**src/rtl/alu_acc_seq.sv**
```systemverilog
// rtl/alu_acc_seq.sv - 8-bit accumulator sequencer with Z/N/C flags and an iterative shift-add MUL
module alu_acc_seq (
   input  logic       clk,
   input  logic       rst_n,
   input  logic       in_valid,
   output logic       in_ready,
   input  logic [2:0] op,
   input  logic [7:0] operand,
   output logic       out_valid,
   input  logic       out_ready,
   output logic [7:0] result,
   output logic       flag_z,
   output logic       flag_n,
   output logic       flag_c,
   output logic       busy
);

   typedef enum logic [1:0] {S_IDLE, S_EXEC, S_MUL, S_DONE} state_t;

   localparam logic [2:0] OP_LOAD = 3'd0;
   localparam logic [2:0] OP_AND  = 3'd1;
   localparam logic [2:0] OP_OR   = 3'd2;
   localparam logic [2:0] OP_XOR  = 3'd3;
   localparam logic [2:0] OP_ADD  = 3'd4;
   localparam logic [2:0] OP_SUB  = 3'd5;
   localparam logic [2:0] OP_NOT  = 3'd6;
   localparam logic [2:0] OP_MUL  = 3'd7;

   state_t      state_q, state_d;
   logic [2:0]  op_q, op_d;
   logic [7:0]  opnd_q, opnd_d;
   logic [7:0]  acc_q, acc_d;
   logic [15:0] prod_q, prod_d;
   logic [2:0]  cnt_q, cnt_d;
   logic        z_q, z_d;
   logic        n_q, n_d;
   logic        c_q, c_d;

   logic [8:0]  alu9;
   logic [8:0]  sum9;
   logic [15:0] prod_nxt;

   always_ff @(posedge clk or negedge rst_n) begin
      if (!rst_n) begin
         state_q <= S_IDLE;
         op_q    <= 3'd0;
         opnd_q  <= 8'h00;
         acc_q   <= 8'h00;
         prod_q  <= 16'h0000;
         cnt_q   <= 3'd0;
         z_q     <= 1'b0;
         n_q     <= 1'b0;
         c_q     <= 1'b0;
      end else begin
         state_q <= state_d;
         op_q    <= op_d;
         opnd_q  <= opnd_d;
         acc_q   <= acc_d;
         prod_q  <= prod_d;
         cnt_q   <= cnt_d;
         z_q     <= z_d;
         n_q     <= n_d;
         c_q     <= c_d;
      end
   end

   always_comb begin
      state_d  = state_q;
      op_d     = op_q;
      opnd_d   = opnd_q;
      acc_d    = acc_q;
      prod_d   = prod_q;
      cnt_d    = cnt_q;
      z_d      = z_q;
      n_d      = n_q;
      c_d      = c_q;
      alu9     = 9'd0;
      sum9     = 9'd0;
      prod_nxt = prod_q;

      case (state_q)
         S_IDLE: begin
            if (in_valid) begin
               op_d   = op;
               opnd_d = operand;
               cnt_d  = 3'd0;
               // multiplier sits in the low half and is shifted out as the product grows
               prod_d = {8'h00, operand};
               state_d = (op == OP_MUL) ? S_MUL : S_EXEC;
            end
         end
         S_EXEC: begin
            case (op_q)
               OP_LOAD: alu9 = {1'b0, opnd_q};
               OP_AND:  alu9 = {1'b0, acc_q & opnd_q};
               OP_OR:   alu9 = {1'b0, acc_q | opnd_q};
               OP_XOR:  alu9 = {1'b0, acc_q ^ opnd_q};
               OP_ADD:  alu9 = {1'b0, acc_q} + {1'b0, opnd_q};
               OP_SUB:  alu9 = {1'b0, acc_q} + {1'b0, ~opnd_q} + 9'd1;
               OP_NOT:  alu9 = {1'b0, ~acc_q};
               default: alu9 = {1'b0, acc_q};
            endcase
            acc_d   = alu9[7:0];
            c_d     = alu9[8];
            z_d     = (alu9[7:0] == 8'h00);
            n_d     = alu9[7];
            state_d = S_DONE;
         end
         S_MUL: begin
            sum9     = {1'b0, prod_q[15:8]} + {1'b0, (prod_q[0] ? acc_q : 8'h00)};
            prod_nxt = {sum9, prod_q[7:1]};
            prod_d   = prod_nxt;
            cnt_d    = cnt_q + 3'd1;
            if (cnt_q == 3'd7) begin
               acc_d   = prod_nxt[7:0];
               c_d     = |prod_nxt[15:8];
               z_d     = (prod_nxt[7:0] == 8'h00);
               n_d     = prod_nxt[7];
               state_d = S_DONE;
            end
         end
         S_DONE: begin
            if (out_ready) begin
               state_d = S_IDLE;
            end
         end
         default: state_d = S_IDLE;
      endcase
   end

   assign in_ready  = (state_q == S_IDLE);
   assign out_valid = (state_q == S_DONE);
   assign busy      = (state_q == S_EXEC) || (state_q == S_MUL);
   assign result    = acc_q;
   assign flag_z    = z_q;
   assign flag_n    = n_q;
   assign flag_c    = c_q;

endmodule
```
**config.mk**
```make
export PLATFORM = sky130hd
export DESIGN_NAME = alu_acc_seq
export DESIGN_NICKNAME = d
export VERILOG_FILES = /design/src/rtl/alu_acc_seq.sv
export SDC_FILE = /design/constraint.sdc
export NUM_CORES = 1
export LEC_CHECK = 0
export ABC_AREA = 1
export CORE_MARGIN = 5
export CORE_UTILIZATION = 50
export CTS_CLUSTER_DIAMETER = 150
export DETAILED_ROUTE_END_ITERATION = 8
export PLACE_DENSITY = 0.72
export SKIP_CTS_REPAIR_TIMING = 1
export SLEW_MARGIN = 40
export SYNTH_ARGS = -nofsm -noshare
export SYNTH_HDL_FRONTEND = slang
export SYNTH_SLANG_ARGS = --single-unit
```
**constraint.sdc**
```tcl
create_clock -name clk -period 5.15 [get_ports clk]
set_input_delay 1.03 -clock clk [delete_from_list [all_inputs] [get_ports clk]]
set_output_delay 1.03 -clock clk [all_outputs]
set_load 0.1 [all_outputs]
```
======== After elaboration in Yosys (flattened, before gate mapping) ========
Index checks and enable logic that the tools add are counted.
cells by class
  add/subtract/negate cells ............... 5
  bitwise logic cells ..................... 5
  multipliers ............................. 0
  shift-type cells ........................ 0
  eq/ne operators ......................... 14
  div/mod/pow operators ................... 0
  multiplexer cells ....................... 20
  order comparisons ....................... 0
  reductions and logical operators ........ 12
operator list
  cell                                                  count
  one-hot mux 9 bit (7 select lines)                    1
  one-hot mux 16 bit (2 select lines)                   1
  adder 8 x 8 -> 9 bit                                  3
  zero test 8 bit                                       2
  2-to-1 mux 16 bit                                     1
  2-to-1 mux 8 bit                                      2
  inverter 8 bit                                        2
  one-hot mux 8 bit (2 select lines)                    1
  equality test 3 bit (second input constant)           5
  adder 9 x 1 -> 9 bit (second input constant)          1
  2-to-1 mux 9 bit                                      1
  AND 8 bit                                             1
  2-to-1 mux 2 bit                                      4
  OR 8 bit                                              1
  one-hot mux 2 bit (4 select lines)                    1
  OR reduction 8 bit                                    1
  bitwise XOR 8 bit                                     1
  equality test 3 x 2 -> 1 bit (second input constant)  2
  one-hot mux 1 bit (2 select lines)                    3
  one-hot mux 3 bit (2 select lines)                    1
  AND reduction 2 bit                                   3
  equality test 2 bit (second input constant)           2
  inequality test 2 bit (second input constant)         2
  nonzero test 2 bit                                    2
  10 further kinds                                      12
word-level totals
  input port bits ......................... 15
  latch bits .............................. 0
  memory bits (writable) .................. 0
  register bits ........................... 43
  memories kept ........................... 0
  memory bits (read-only) ................. 0
  word-level logic and storage cells ...... 65

======== Longest topological paths before layout ========
Gate-level depths: netlist (run 1).
  word-level depth ........................ 7
  mapped depth ............................ 17

======== Worst setup path before layout (run 1) ========
OpenSTA, ideal clock, no wires.
  kind .................................... register to register
  start point ............................. register acc_q[0] (netlist: result[0])
  end point ............................... register z_q (netlist: flag_z)
  slack ................................... 2,451 ps
  required time ........................... 5,076 ps
  data arrival time ....................... 2,624 ps
  period minus slack after synthesis ...... 2,699 ps
  cell stages (with the launch flop) ...... 17
  cell sequence ........................... dfrtp_1 -> inv_1 -> ha_1 -> fa_1 -> nor2_1 -> nor2_1 -> nand2_1 -> nand2_1 -> nor2_1 -> nand2_1 -> nand2_1 -> nand2_1 -> nor2_1 -> nand2_1 -> nor2_1 -> nand2_1 -> a21oi_2
on the way
  word-level cells in the longest chain between the ends .. 6
  elaborated cells on any way between the ends .. 15
  classes of those cells .................. 4 x add/sub; 5 x mux; 4 x bitwise; 2 x reduce/logical
RTL lines
  what                                  line  text
  start: declaration                    32    logic [7:0] acc_q, acc_d;
  start signal: assignment              48    acc_q <= 8'h00;
  start signal: assignment              58    acc_q <= acc_d;
  adder 8 x 8 -> 9 bit                  99    OP_SUB: alu9 = {1'b0, acc_q} + {1'b0, ~opnd_q} + 9'd1;
  adder 9 x 1 -> 9 bit                  99
  one-hot mux 9 bit (7 select lines)    93    case (op_q)
  2-to-1 mux 9 bit                      81    case (state_q)
  zero test 8 bit                       105   z_d = (alu9[7:0] == 8'h00);
  one-hot mux 1 bit (2 select lines) *  81
  end signal: assignment                61    z_q <= z_d;
  end: declaration                      35    logic z_q, z_d;
Mark *: on every way between the ends. The rest lies on a longest branch, timed or not. The select of a mux whose other input is x is not followed.
A chain may end at the register's enable or synchronous reset.

======== Worst setup path in the final report (run 1) ========
  start point ............................. register prod_q[0]
  end point ............................... register c_q (netlist: flag_c)
on the way
  word-level cells in the longest chain between the ends .. 5
RTL lines
  what                                line  text
  start: declaration                  33    logic [15:0] prod_q, prod_d;
  start signal: assignment            59    prod_q <= prod_d;
  2-to-1 mux 8 bit                    110   sum9 = {1'b0, prod_q[15:8]} + {1'b0, (prod_q[0] ? acc_q : 8'h00)};
  adder 8 x 8 -> 9 bit                110
  OR reduction 8 bit                  116   c_d = |prod_nxt[15:8];
  2-to-1 mux 1 bit                    114   if (cnt_q == 3'd7) begin
  one-hot mux 1 bit (2 select lines)  81
  end signal: assignment              53    c_q <= 1'b0;
  end signal: assignment              63    c_q <= c_d;
  end: declaration                    37    logic c_q, c_d;
Every way passes these cells. The select of a mux whose other input is x is not followed.

==> results of run 1 <==
-- area by class of cell --
class | instances | area share [%]
clock buffers | 6 | 2.043
clock inverters | 2 | 0.3095
inverters | 90 | 8.480
multi-input cells | 402 | 54.97
flip-flops and latches | 42 | 26.00
well taps | 99 | 3.064
repair buffers | 28 | 5.138
-- stage by stage --
stage	utilization (%)	instances	setup slack (ns)	hold WS, ns	instance area [sq um]
3_5_place_dp	54.72	661	2.345	0.4682	3948
3_3_place_gp	55.55	661	2.234	0.4579	4008
2_1_floorplan	-	548	2.451	0.4461	3679
5_1_grt	56.04	669	2.263	0.5203	4043
4_1_cts	56.04	669	2.499	0.4793	4043
6_report	56.04	669	2.453	0.4777	4043
-- per-layer routing --
layer  part of all wire [%]  global-route usage (%)
met5                      0                       0
met4                    1.0                   5.806
met3                    4.6                   2.502
met2                     46                   36.19
met1                     48                   32.73
-- worst paths after layout --
check                                            from                      to  slack, ns
worst max register to register  prod_q[0]$_DFFE_PN0P_      flag_c$_DFFE_PN0P_       2.45
min in group asynchronous                       rst_n  prod_q[11]$_DFFE_PN0P_       0.70
max in group asynchronous                       rst_n   opnd_q[3]$_DFFE_PN0P_       4.09
worst min register to register   cnt_q[0]$_DFFE_PN0P_    cnt_q[0]$_DFFE_PN0P_       0.48
worst max-delay path            prod_q[0]$_DFFE_PN0P_      flag_c$_DFFE_PN0P_       2.45
worst min-delay path             cnt_q[0]$_DFFE_PN0P_    cnt_q[0]$_DFFE_PN0P_       0.48
-- cell families (layout without fill, tap and decap cells) --
family                     count (synthesis)  count (layout)  synth area share [%]
DFF                                       42              42                 28.57
and+or+nand+nor                          268             268                 31.12
buffers and inverters                    104             126                 11.22
AOI/OAI and AO/OA                         89              89                 13.57
xor gates and xnor gates                   4               4                0.9523
adders and majority gates                 41              41                 14.56
-- cells in the mapped netlist, drive strengths merged --
library cell,count
xnor2,4
a41oi,1
dfrtp,42
nor3,3
nand2,145
inv,90
nor4,1
a21oi,30
and2,1
fa,3
nand4,11
clkbuf,7
ha,38
buf,7
o22ai,8
o21bai,1
o211ai,3
or2,2
nand3,42
nor2,63
o21ai,35
a22oi,1
a31oi,10
-- sequential cells by signal, indices dropped and copies added (netlist names) --
register  flops
state_q       2
cnt_q         3
opnd_q        8
prod_q       16
flag_c        1
result        8
op_q          3
flag_z        1
-- critical path: cells and delay by family, from the launching register on --
family	cells	cell delay [ns]
compound gates	1	0.43
xor+xnor	1	0.21
fa+ha+maj	2	0.59
buf+inv	2	0.14
flops	1	0.55
simple gates	6	0.67
==> impl_metrics.json, run 1 <==
{
  "rsz0062_at_grt": "false",
  "yosys.area.top_type": "dfrtp_1",
  "min_path_cells": 1,
  "numClockSinks": 42,
  "synth_area_per_cell_sq_um": 6.713,
  "tns_ns": 0,
  "required_ns": 5.33,
  "cts_inserted_buffers": 5,
  "clkTransAtPathRegs_ns": 0.08,
  "dieArea_sq_mm": 0.009173,
  "die_h_um": 95.78,
  "row_count": 31,
  "slew_violations": 0,
  "grt_pass1_wl_um": 16270,
  "fin_nets": 625,
  "timing.final.crit_period_ns": 2.697,
  "cts_max_level": 2,
  "cpPeakStageDelay_ns": 0.55,
  "hold_class": "reg -> reg",
  "fillCellCount": 726,
  "io_buffer_count": 28,
  "cts_root_buf": "clkbuf_8",
  "arrival_ns": 2.88,
  "core_area_sq_mm": 0.007214,
  "pin_count": 29,
  "synth.distinct_cells": 37,
  "synth.yosys.seq_area_share_pct": 28.57,
  "syn2layout_area_growth_pct": 9.898,
  "hold_viol": 0,
  "mostFrequentLayoutCells": "nand2_1 (144), inv_1 (83), nor2_1 (59), dfrtp_1 (42), nand3_1 (39)",
  "grt_util_all_layers_pct": 22.66,
  "diodes": 0,
  "start_util_pct": 50.99,
  "relSlewSlack_pct": 50.45,
  "gp_congestion": 0.9191,
  "skew_ns": 0.003634,
  "crit_fanout": 9,
  "yosys_warnings": 0,
  "ys_seq_elements": 42,
  "seqCellArea_sq_mm": 0.001051,
  "wl_um": 9611,
  "post-route-period-util_pct": 52.38,
  "clk_path_buf_depth": 2,
  "synth_nets": 604,
  "vias": 3535,
  "grt_overflow": 0,
  "syn_area_sq_mm": 0.003679,
  "maxCapViolCount": 0,
  "synthTopCellsByArea": "dfrtp_1 (29%), nand2_1 (15%), ha_1 (13%)",
  "clkLatencyLatePin_ns": 0.29,
  "cp-end-kind": "flop",
  "finalSetupViolations": 0,
  "syn_inst": 548,
  "start_kind": "flop",
  "final_common_cell": "nand2_1",
  "via_per_inst": 5.284,
  "grt_pass1_vias": 3329,
  "antenna_found_initial": 0,
  "path_cells": "nand2_1 -> inv_1 -> ha_1 -> inv_1 -> fa_1 -> o21ai_0 -> xnor2_1 -> nand3_1 -> nor2_1 -> nand4_1 -> nand3_1 -> nand2_1",
  "max_freq_mhz": 370.7,
  "worst_pin_slew_ns": 0.7415,
  "ff2ff_path_depth": 12,
  "drive_above_1_share_pct": 7.719,
  "grt_max_degree": 43,
  "first_pass_iters": 4,
  "multi_input_area_sq_mm": 0.002222,
  "die_w_um": 95.78,
  "drt-initial-drc-count": 226,
  "path_class": "reg -> reg",
  "synth_top_area_share_pct": 28.57,
  "postRouteAntennaNets": 0,
  "outcome": "finished, final reports clean",
  "slowest_stage": "dfrtp_1",
  "cts_tree": "built",
  "post_drt_wl_per_cell_um": 14.37,
  "drcViolationCount": 0,
  "hpwlAfterDp_um": 7827
}
Power of run 1 is left out: the tool's default activity adds up to more than one toggle a clock period on the data nets, which glitch-free logic cannot reach.
==> run 2: changes to the inputs <==
--- a/config.mk
+++ b/config.mk
@@ -10,7 +10,7 @@
 export CORE_UTILIZATION = 50
 export CTS_CLUSTER_DIAMETER = 150
 export DETAILED_ROUTE_END_ITERATION = 8
-export PLACE_DENSITY = 0.72
+export PLACE_DENSITY = 0.75
 export SKIP_CTS_REPAIR_TIMING = 1
 export SLEW_MARGIN = 40
 export SYNTH_ARGS = -nofsm -noshare
==> constraint.sdc (replaced) <==
create_clock -name clk -period 2.35 [get_ports clk]
set_input_delay 0.47 -clock clk [delete_from_list [all_inputs] [get_ports clk]]
set_output_delay 0.47 -clock clk [all_outputs]
set_load 0.1 [all_outputs]
==> run 2 against run 1 <==
Sequential cell count is the same. Via count grew 5.7%. Core utilization grew 3.5 points. Die area is the same. First-iteration DRC count grew 32%. Final cell count grew 2.4%. Critical endpoint unchanged.
==> impl_metrics.json, run 2 (same netlist as run 1, synthesis figures left out) <==
{
  "outcome": "finished, final reports clean",
  "rsz0062_at_grt": "true",
  "relSlewSlack_pct": 54.64,
  "start_kind": "flop",
  "core_area_sq_mm": 0.007214,
  "cts_max_level": 2,
  "io_buffer_count": 28,
  "grt_max_degree": 28,
  "clkLatencyLatePin_ns": 0.31,
  "skew_ns": 0.01188,
  "largest_reg_flops": 16,
  "hold_viol": 0,
  "seqCellArea_sq_mm": 0.001062,
  "grt_overflow": 0,
  "multi_input_area_sq_mm": 0.002268,
  "drcViolationCount": 0,
  "stdcell_count": 685,
  "hold_slack_ns": 0.02317,
  "gp_congestion": 0.9228,
  "finalSetupViolations": 0,
  "antenna_found_initial": 0,
  "die_w_um": 95.78,
  "fillCellCount": 717,
  "required_ns": 2.56,
  "start_util_pct": 50.99,
  "die_h_um": 95.78,
  "arrival_ns": 2.39,
  "slew_violations": 0,
  "dieArea_sq_mm": 0.009173,
  "wl_met3_um": 582,
  "route.layer.met1.wl_um": 4760,
  "row_count": 31,
  "fin_area_sq_mm": 0.004293,
  "syn2layout_area_growth_pct": 16.70,
  "worst_pin_slew_ns": 0.6779,
  "hold_class": "in -> async",
  "place_inst": 674,
  "cts_inserted_buffers": 5,
  "diodes": 0,
  "cts_root_buf": "clkbuf_8",
  "mostFrequentLayoutCells": "nand2_1 (144), inv_1 (82), nor2_1 (59), nand3_1 (39)",
  "postRouteAntennaNets": 0,
  "fin_nets": 641,
  "maxCapViolCount": 0,
  "crit_fanout": 8,
  "clkTransAtPathRegs_ns": 0.09,
  "dpl_cell_area_sq_mm": 0.004114,
  "first_pass_iters": 5,
  "path_class": "reg -> reg",
  "wl_um": 10540,
  "dr_wl_met2_um": 5033,
  "utilization_pct": 59.50,
  "final_common_cell": "nand2_1",
  "clk_path_buf_depth": 2,
  "post_drt_wl_per_cell_um": 15.38,
  "grt_util_all_layers_pct": 24.88,
  "timing.final.crit_period_ns": 2.183,
  "post-route-period-util_pct": 92.91,
  "vias": 3738,
  "drt-initial-drc-count": 298,
  "grt_pass1_vias": 3621,
  "via_per_inst": 5.457,
  "grt_pass1_wl_um": 17620,
  "top_layer": "met4",
  "cp-end-kind": "flop",
  "drive_above_1_share_pct": 12.46,
  "cts_tree": "built",
  "regMostFlops": "prod_q",
  "pin_count": 29,
  "hpwlAfterDp_um": 8509,
  "max_freq_mhz": 458.0,
  "numClockSinks": 42
}
[run 2: changes by cell type in the layout (fill, tap and decap cells not counted), sizes merged]
cell,delta
buf,+16
clkinv,-1
bufinv,+1
[run 2: metal layers]
layer	vias to the layer above	GRT usage, %
met2	142	40.65
li1	1829	-
met4	0	7.109
met5	-	0
met3	15	2.580
met1	1752	34.94
[run 2: worst paths after layout]
| check | start | end | cells past startpoint | slack, ns |
|---|---|---|---|---|
| max | prod_q[0]$_DFFE_PN0P_ | flag_c$_DFFE_PN0P_ | 12 | 0.17 |
| min | rst_n | cnt_q[1]$_DFFE_PN0P_ | 1 | 0.02 |
| max reg2reg | prod_q[0]$_DFFE_PN0P_ | flag_c$_DFFE_PN0P_ | 12 | 0.17 |
| min reg2reg | cnt_q[0]$_DFFE_PN0P_ | cnt_q[0]$_DFFE_PN0P_ | 1 | 0.49 |
| max in group asynchronous | rst_n | result[0]$_DFFE_PN0P_ | 2 | 1.79 |
| min in group clk | cnt_q[0]$_DFFE_PN0P_ | cnt_q[0]$_DFFE_PN0P_ | 1 | 0.49 |
[run 2: critical path, cell delays in order (launching register included)]
cell,delay [ns]
dfrtp_1,0.38
buf_4,0.17
nand2_1,0.09
inv_1,0.05
ha_1,0.34
a21oi_1,0.23
nand2_1,0.12
xnor2_1,0.24
nand3_1,0.10
nor2_1,0.11
nand4_1,0.10
nand3_1,0.09
nand2_1,0.06
[run 2: per-stage QoR]
stage	worst slack [ns]	setup TNS [ns]
floorplan	0.004930	0
global placement	0.08357	0
detailed placement	0.03121	0
CTS	0.003291	0
global route	-0.03169	-0.05136
finish	0.1665	0
[run 2: area by class of cell]
| type | instances | share of cell area [%] |
|---|---|---|
| clock inverter | 2 | 0.8744 |
| timing repair buffer | 44 | 8.977 |
| tap | 99 | 2.885 |
| sequential | 42 | 24.74 |
| multi-input combinational | 402 | 52.84 |
| clock buffer | 6 | 1.690 |
| inverter | 90 | 7.986 |
Power of run 2 is left out for the same reason.
